==> src/rtl/id_ex_hazard_stage.sv <==
// ID/EX pipeline register with load-use hazard detection, branch-flush
// bubble insertion and saturating stall/flush event counters.
module id_ex_hazard_stage #(
  parameter int DATA_WIDTH = 32,
  parameter int CNT_WIDTH  = 16
) (
  input  logic                  clk,
  input  logic                  reset,
  input  logic                  RegDst_i,
  input  logic                  BranchEQ_i,
  input  logic                  BranchNE_i,
  input  logic                  MemRead_i,
  input  logic                  MemtoReg_i,
  input  logic                  MemWrite_i,
  input  logic                  ALUSrc_i,
  input  logic                  RegWrite_i,
  input  logic [3:0]            ALUOp_i,
  input  logic [4:0]            rs_i,
  input  logic [4:0]            rt_i,
  input  logic [4:0]            rd_i,
  input  logic [DATA_WIDTH-1:0] read_data_1_i,
  input  logic [DATA_WIDTH-1:0] read_data_2_i,
  input  logic [DATA_WIDTH-1:0] imm_i,
  input  logic [DATA_WIDTH-1:0] pc_plus4_i,
  input  logic                  flush_i,
  input  logic                  clear_counters_i,
  output logic                  RegDst_o,
  output logic                  BranchEQ_o,
  output logic                  BranchNE_o,
  output logic                  MemRead_o,
  output logic                  MemtoReg_o,
  output logic                  MemWrite_o,
  output logic                  ALUSrc_o,
  output logic                  RegWrite_o,
  output logic [3:0]            ALUOp_o,
  output logic [4:0]            rs_o,
  output logic [4:0]            rt_o,
  output logic [4:0]            rd_o,
  output logic [DATA_WIDTH-1:0] read_data_1_o,
  output logic [DATA_WIDTH-1:0] read_data_2_o,
  output logic [DATA_WIDTH-1:0] imm_o,
  output logic [DATA_WIDTH-1:0] pc_plus4_o,
  output logic                  pc_write_o,
  output logic                  ifid_write_o,
  output logic [CNT_WIDTH-1:0]  stall_count_o,
  output logic [CNT_WIDTH-1:0]  flush_count_o
);

  typedef struct packed {
    logic       reg_dst;
    logic       branch_eq;
    logic       branch_ne;
    logic       mem_read;
    logic       mem_to_reg;
    logic       mem_write;
    logic       alu_src;
    logic       reg_write;
    logic [3:0] alu_op;
  } ctrl_t;

  ctrl_t                 ctrl_in, ctrl_d, ctrl_q;
  logic [4:0]            rs_q, rt_q, rd_q;
  logic [DATA_WIDTH-1:0] rd1_q, rd2_q, imm_q, pc4_q;
  logic [CNT_WIDTH-1:0]  stall_cnt_d, stall_cnt_q, flush_cnt_d, flush_cnt_q;
  logic                  hazard, stall, bubble;

  assign ctrl_in = '{reg_dst: RegDst_i, branch_eq: BranchEQ_i, branch_ne: BranchNE_i,
                     mem_read: MemRead_i, mem_to_reg: MemtoReg_i, mem_write: MemWrite_i,
                     alu_src: ALUSrc_i, reg_write: RegWrite_i, alu_op: ALUOp_i};

  // Load in EX whose destination feeds either ID source; flush wins over stall.
  always_comb begin
    hazard = ctrl_q.mem_read && (rt_q != 5'd0) && ((rt_q == rs_i) || (rt_q == rt_i));
    stall  = hazard && !flush_i;
    bubble = stall || flush_i;
    ctrl_d = bubble ? ctrl_t'('0) : ctrl_in;
  end

  assign pc_write_o   = !stall;
  assign ifid_write_o = !stall;

  // Saturating event counters; clear overrides any increment.
  always_comb begin
    stall_cnt_d = stall_cnt_q;
    flush_cnt_d = flush_cnt_q;
    if (clear_counters_i) begin
      stall_cnt_d = '0;
      flush_cnt_d = '0;
    end else begin
      if (stall && (stall_cnt_q != '1))   stall_cnt_d = stall_cnt_q + CNT_WIDTH'(1);
      if (flush_i && (flush_cnt_q != '1)) flush_cnt_d = flush_cnt_q + CNT_WIDTH'(1);
    end
  end

  // Pipeline register: control may be bubbled, data fields always advance.
  always_ff @(posedge clk or negedge reset) begin
    if (!reset) begin
      ctrl_q      <= '0;
      rs_q        <= '0;
      rt_q        <= '0;
      rd_q        <= '0;
      rd1_q       <= '0;
      rd2_q       <= '0;
      imm_q       <= '0;
      pc4_q       <= '0;
      stall_cnt_q <= '0;
      flush_cnt_q <= '0;
    end else begin
      ctrl_q      <= ctrl_d;
      rs_q        <= rs_i;
      rt_q        <= rt_i;
      rd_q        <= rd_i;
      rd1_q       <= read_data_1_i;
      rd2_q       <= read_data_2_i;
      imm_q       <= imm_i;
      pc4_q       <= pc_plus4_i;
      stall_cnt_q <= stall_cnt_d;
      flush_cnt_q <= flush_cnt_d;
    end
  end

  assign RegDst_o      = ctrl_q.reg_dst;
  assign BranchEQ_o    = ctrl_q.branch_eq;
  assign BranchNE_o    = ctrl_q.branch_ne;
  assign MemRead_o     = ctrl_q.mem_read;
  assign MemtoReg_o    = ctrl_q.mem_to_reg;
  assign MemWrite_o    = ctrl_q.mem_write;
  assign ALUSrc_o      = ctrl_q.alu_src;
  assign RegWrite_o    = ctrl_q.reg_write;
  assign ALUOp_o       = ctrl_q.alu_op;
  assign rs_o          = rs_q;
  assign rt_o          = rt_q;
  assign rd_o          = rd_q;
  assign read_data_1_o = rd1_q;
  assign read_data_2_o = rd2_q;
  assign imm_o         = imm_q;
  assign pc_plus4_o    = pc4_q;
  assign stall_count_o = stall_cnt_q;
  assign flush_count_o = flush_cnt_q;

endmodule
==> config.mk <==
export PLATFORM = sky130hd
export DESIGN_NAME = id_ex_hazard_stage
export DESIGN_NICKNAME = d
export VERILOG_FILES = /design/src/rtl/id_ex_hazard_stage.sv
export SDC_FILE = /design/constraint.sdc
export NUM_CORES = 1
export LEC_CHECK = 0
export CORE_MARGIN = 2
export CORE_UTILIZATION = 34
export DETAILED_ROUTE_END_ITERATION = 10
export GPL_TIMING_DRIVEN = 0
export PLACE_DENSITY = 0.76
export SLEW_MARGIN = 0
export SYNTH_ARGS = -nofsm -noshare
export SYNTH_HDL_FRONTEND = slang
export SYNTH_SLANG_ARGS = --single-unit
==> constraint.sdc <==
create_clock -name clk -period 1.99 [get_ports clk]
set_input_delay 0.398 -clock clk [delete_from_list [all_inputs] [get_ports clk]]
set_output_delay 0.398 -clock clk [all_outputs]
set_load 0.05 [all_outputs]
==> results_dict.tcl <==
set metrics [dict create \
    fin_crit_sh_pct 125 \
    p_per_area_nw_per_um2 805 \
    insertion_delay_ps 420 \
    fin_nets 924 \
    io_pins 348 \
    grt_pass1_vias 4992 \
    final_area_um2 10800 \
    wl_per_cell_um 19.4 \
    antenna_found_initial 2 \
    grt_pass1_wl_mm 28.3 \
    worstPathRequired_ps 1590 \
    syn_nets 537 \
    p_leak_nw 5.44 \
    yosysWarnings 0 \
    crit_fanout 4 \
    grt.overflow.total 0 \
    layout-drive-gt1-share_pct 16.4 \
    p_total_mw 8.70 \
    initial_core_util_pct 34.5 \
    syn_inst 376 \
    hold_path.class "input port to flip-flop" \
    setup_slack_ps -507 \
    grt_usage_pct 20.9 \
    ys_async_sr_fraction_pct 100 \
    rsz0062_at_grt "yes" \
    cts_root_buffer "clkbuf_16" \
    ys.flop_type "dfrtp_1" \
    wl_mm 19.4 \
    drc 0 \
    finClkSkew_ps 11.9 \
    hpwl_mm 14.3 \
    p_switching_mw 2.50 \
    synth.avg_cell_area_um2 15.7 \
    post_drt_via_cell_ratio 4.68 \
    setup_tns_ps -1850 \
    setup_viol 17 \
    die_w_um 136 \
    gp_congestion 0.893 \
    mostFrequentLayoutCell "clkdlybuf4s50_1" \
    path_clk_slew_ps 70 \
    peakVddDrop_v 0.000617 \
    r2r_slack_ps -120 \
    ant_nets 0 \
    power.internal_mw 6.20 \
    design.core.area_um2 17200 \
    die_y_um 136 \
    fin_util_pct 62.9 \
    place_ws_ps -1160 \
    rows 48 \
    cap_viol_max_count 0 \
    clock.fmax_ghz 0.401 \
    end_kind "output pin" \
    h-tree-depth 4 \
    switching_share_pct 28.8 \
    slew_violations 0 \
    dieArea_um2 18500 \
    worstMarginPinSlew_ps 643 \
    clockPowerShare_pct 37.1 \
    postPlaceCellArea_um2 9740 \
    mostFrequentLayoutCells "168 x clkdlybuf4s50_1, 166 x dfrtp_1, 94 x dlygate4sd2_1" \
    cts_buffers 17 \
    seqPwrFrac_pct 46.2 \
    crit_arrival_ps 2100 \
    areaGrowthSynthToFinish_pct 82.5 \
    violations "negative setup slack" \
    relSlewSlack_pct 57.3 \
    synth_edf_count 0 \
    cts_tree "built" \
    via_count 4693 \
    status "finished with violations" \
    crit_type "flip-flop to output pin" \
    ys_seq_elements 187 \
    p_comb_share_pct 16.7 \
    clock_sinks 187 \
    ys_seq_area_share_pct 79.1 \
    nFillCells 1288 \
    crit_path_start_kind "flip-flop" \
    synth.distinct_cells 40 \
    drt_iter0_drc 290 \
    finalWorstPathRequiredPeriod_ps 2500 \
    hold_viol 0 \
    clockBufferDepth 2 \
    synth_area_um2 5920 \
    first_pass_iters 4 \
    grt_max_degree 112 \
    io_buffers 346 \
]
-- worst max-delay path: stages (launching register included) --
cell and delay [ps]:
dfrtp_2 440, xor2_1 190, nor3_2 190, a22oi_2 100
buf_4 150, or3_4 350, buf_8 130, buf_8 140
-- what timing repair did --
item / 4_1_cts / 5_1_grt
pin swaps: 13 / 12
resized for setup: 129 / 119
endpoints found under the hold margin: 76 / 0
setup buffers: 14 / 7
hold buffers: 1 / 0
setup endpoints to repair: 124 / 119
gates cloned: 1 / 1
-- final cells by class --
type                       instances  area (um2)  share of cell area [%]
antenna                            1        2.50                  0.0232
buffer                            11        87.6                   0.811
clock buffer                      18         439                    4.07
clock inverter                    14         130                    1.20
inverter                           3        11.3                   0.104
multi-input combinational        173        1350                    12.5
sequential                       187        4710                    43.6
tap                              225         282                    2.61
timing repair buffer             370        3790                    35.1
-- synth_stat cells (all sizes together), types with 4 or more instances --
cell	number	share of area (%)
and3	10	1.2
nor2	21	1.3
nand3	13	1.1
o21ai	4	0.34
mux2	5	0.95
clkbuf	9	0.57
nand2	5	0.32
buf	4	0.51
nand4	4	0.42
or4	11	1.4
nor2b	5	0.53
and4	4	0.59
and2	17	1.8
a21oi	13	1.1
nor3	7	0.59
dfrtp	187	79
o31ai	9	1.1
xor2	17	2.5
xnor2	6	0.89
-- sequential cells by signal, summed over array words and instances, names as in the netlist, 5 cells and up --
signal,count
flush_count_o,16
imm_o,32
pc_plus4_o,32
rd_o,5
read_data_1_o,32
read_data_2_o,32
rs_o,5
rt_o,5
stall_count_o,16
-- power by group through the flow --
stage	Combinational, mW	Sequential, mW	Clock (mW)
after global routing	1.52	4.03	3.50
after floorplan	0.0746	4.70	0
after CTS	1.44	4.02	3.30
after detailed placement	1.47	4.10	0
after global placement	1.45	4.10	0
final	1.46	4.02	3.22
-- cell families (layout without fill, tap and decap cells) --
logic type      Yosys count  count (layout)  share of synthesized area, %
simple gates            102             102                          9.98
other cells               0               1                             0
compound gates           40              40                          4.74
xor+xnor                 23              23                          3.40
buf+inv                  16             416                          1.27
mux                       6               6                          1.12
fa+ha+maj                 2               2                         0.423
flops                   187             187                          79.1
-- per-stage QoR --
stage	cells	hold slack, ps
after floorplan	376	102
after global placement	947	550
after detailed placement	948	405
after CTS	996	384
after global routing	1002	156
final	1002	178
-- final timing paths --
kind,end,depth (start not counted),start
max,pc_write_o,7,rt_o[0]
min,rt_o[3],1,rt_i[3]
max reg2reg,stall_count_o[13],7,rt_o[1]
min reg2reg,flush_count_o[13],2,flush_count_o[13]
max in group asynchronous,read_data_2_o[19],3,reset
min in group asynchronous,stall_count_o[14],2,reset
-- routing by layer --
layer	part of all wire (%)	routed length, um	track usage (%)
met2	50	9730	34.5
met4	3.5	671	8.80
met1	36	7080	23.9
met3	9.9	1930	8.69
met5	0.057	11	0
No activity file was read; power rests on OpenSTA's default activity.
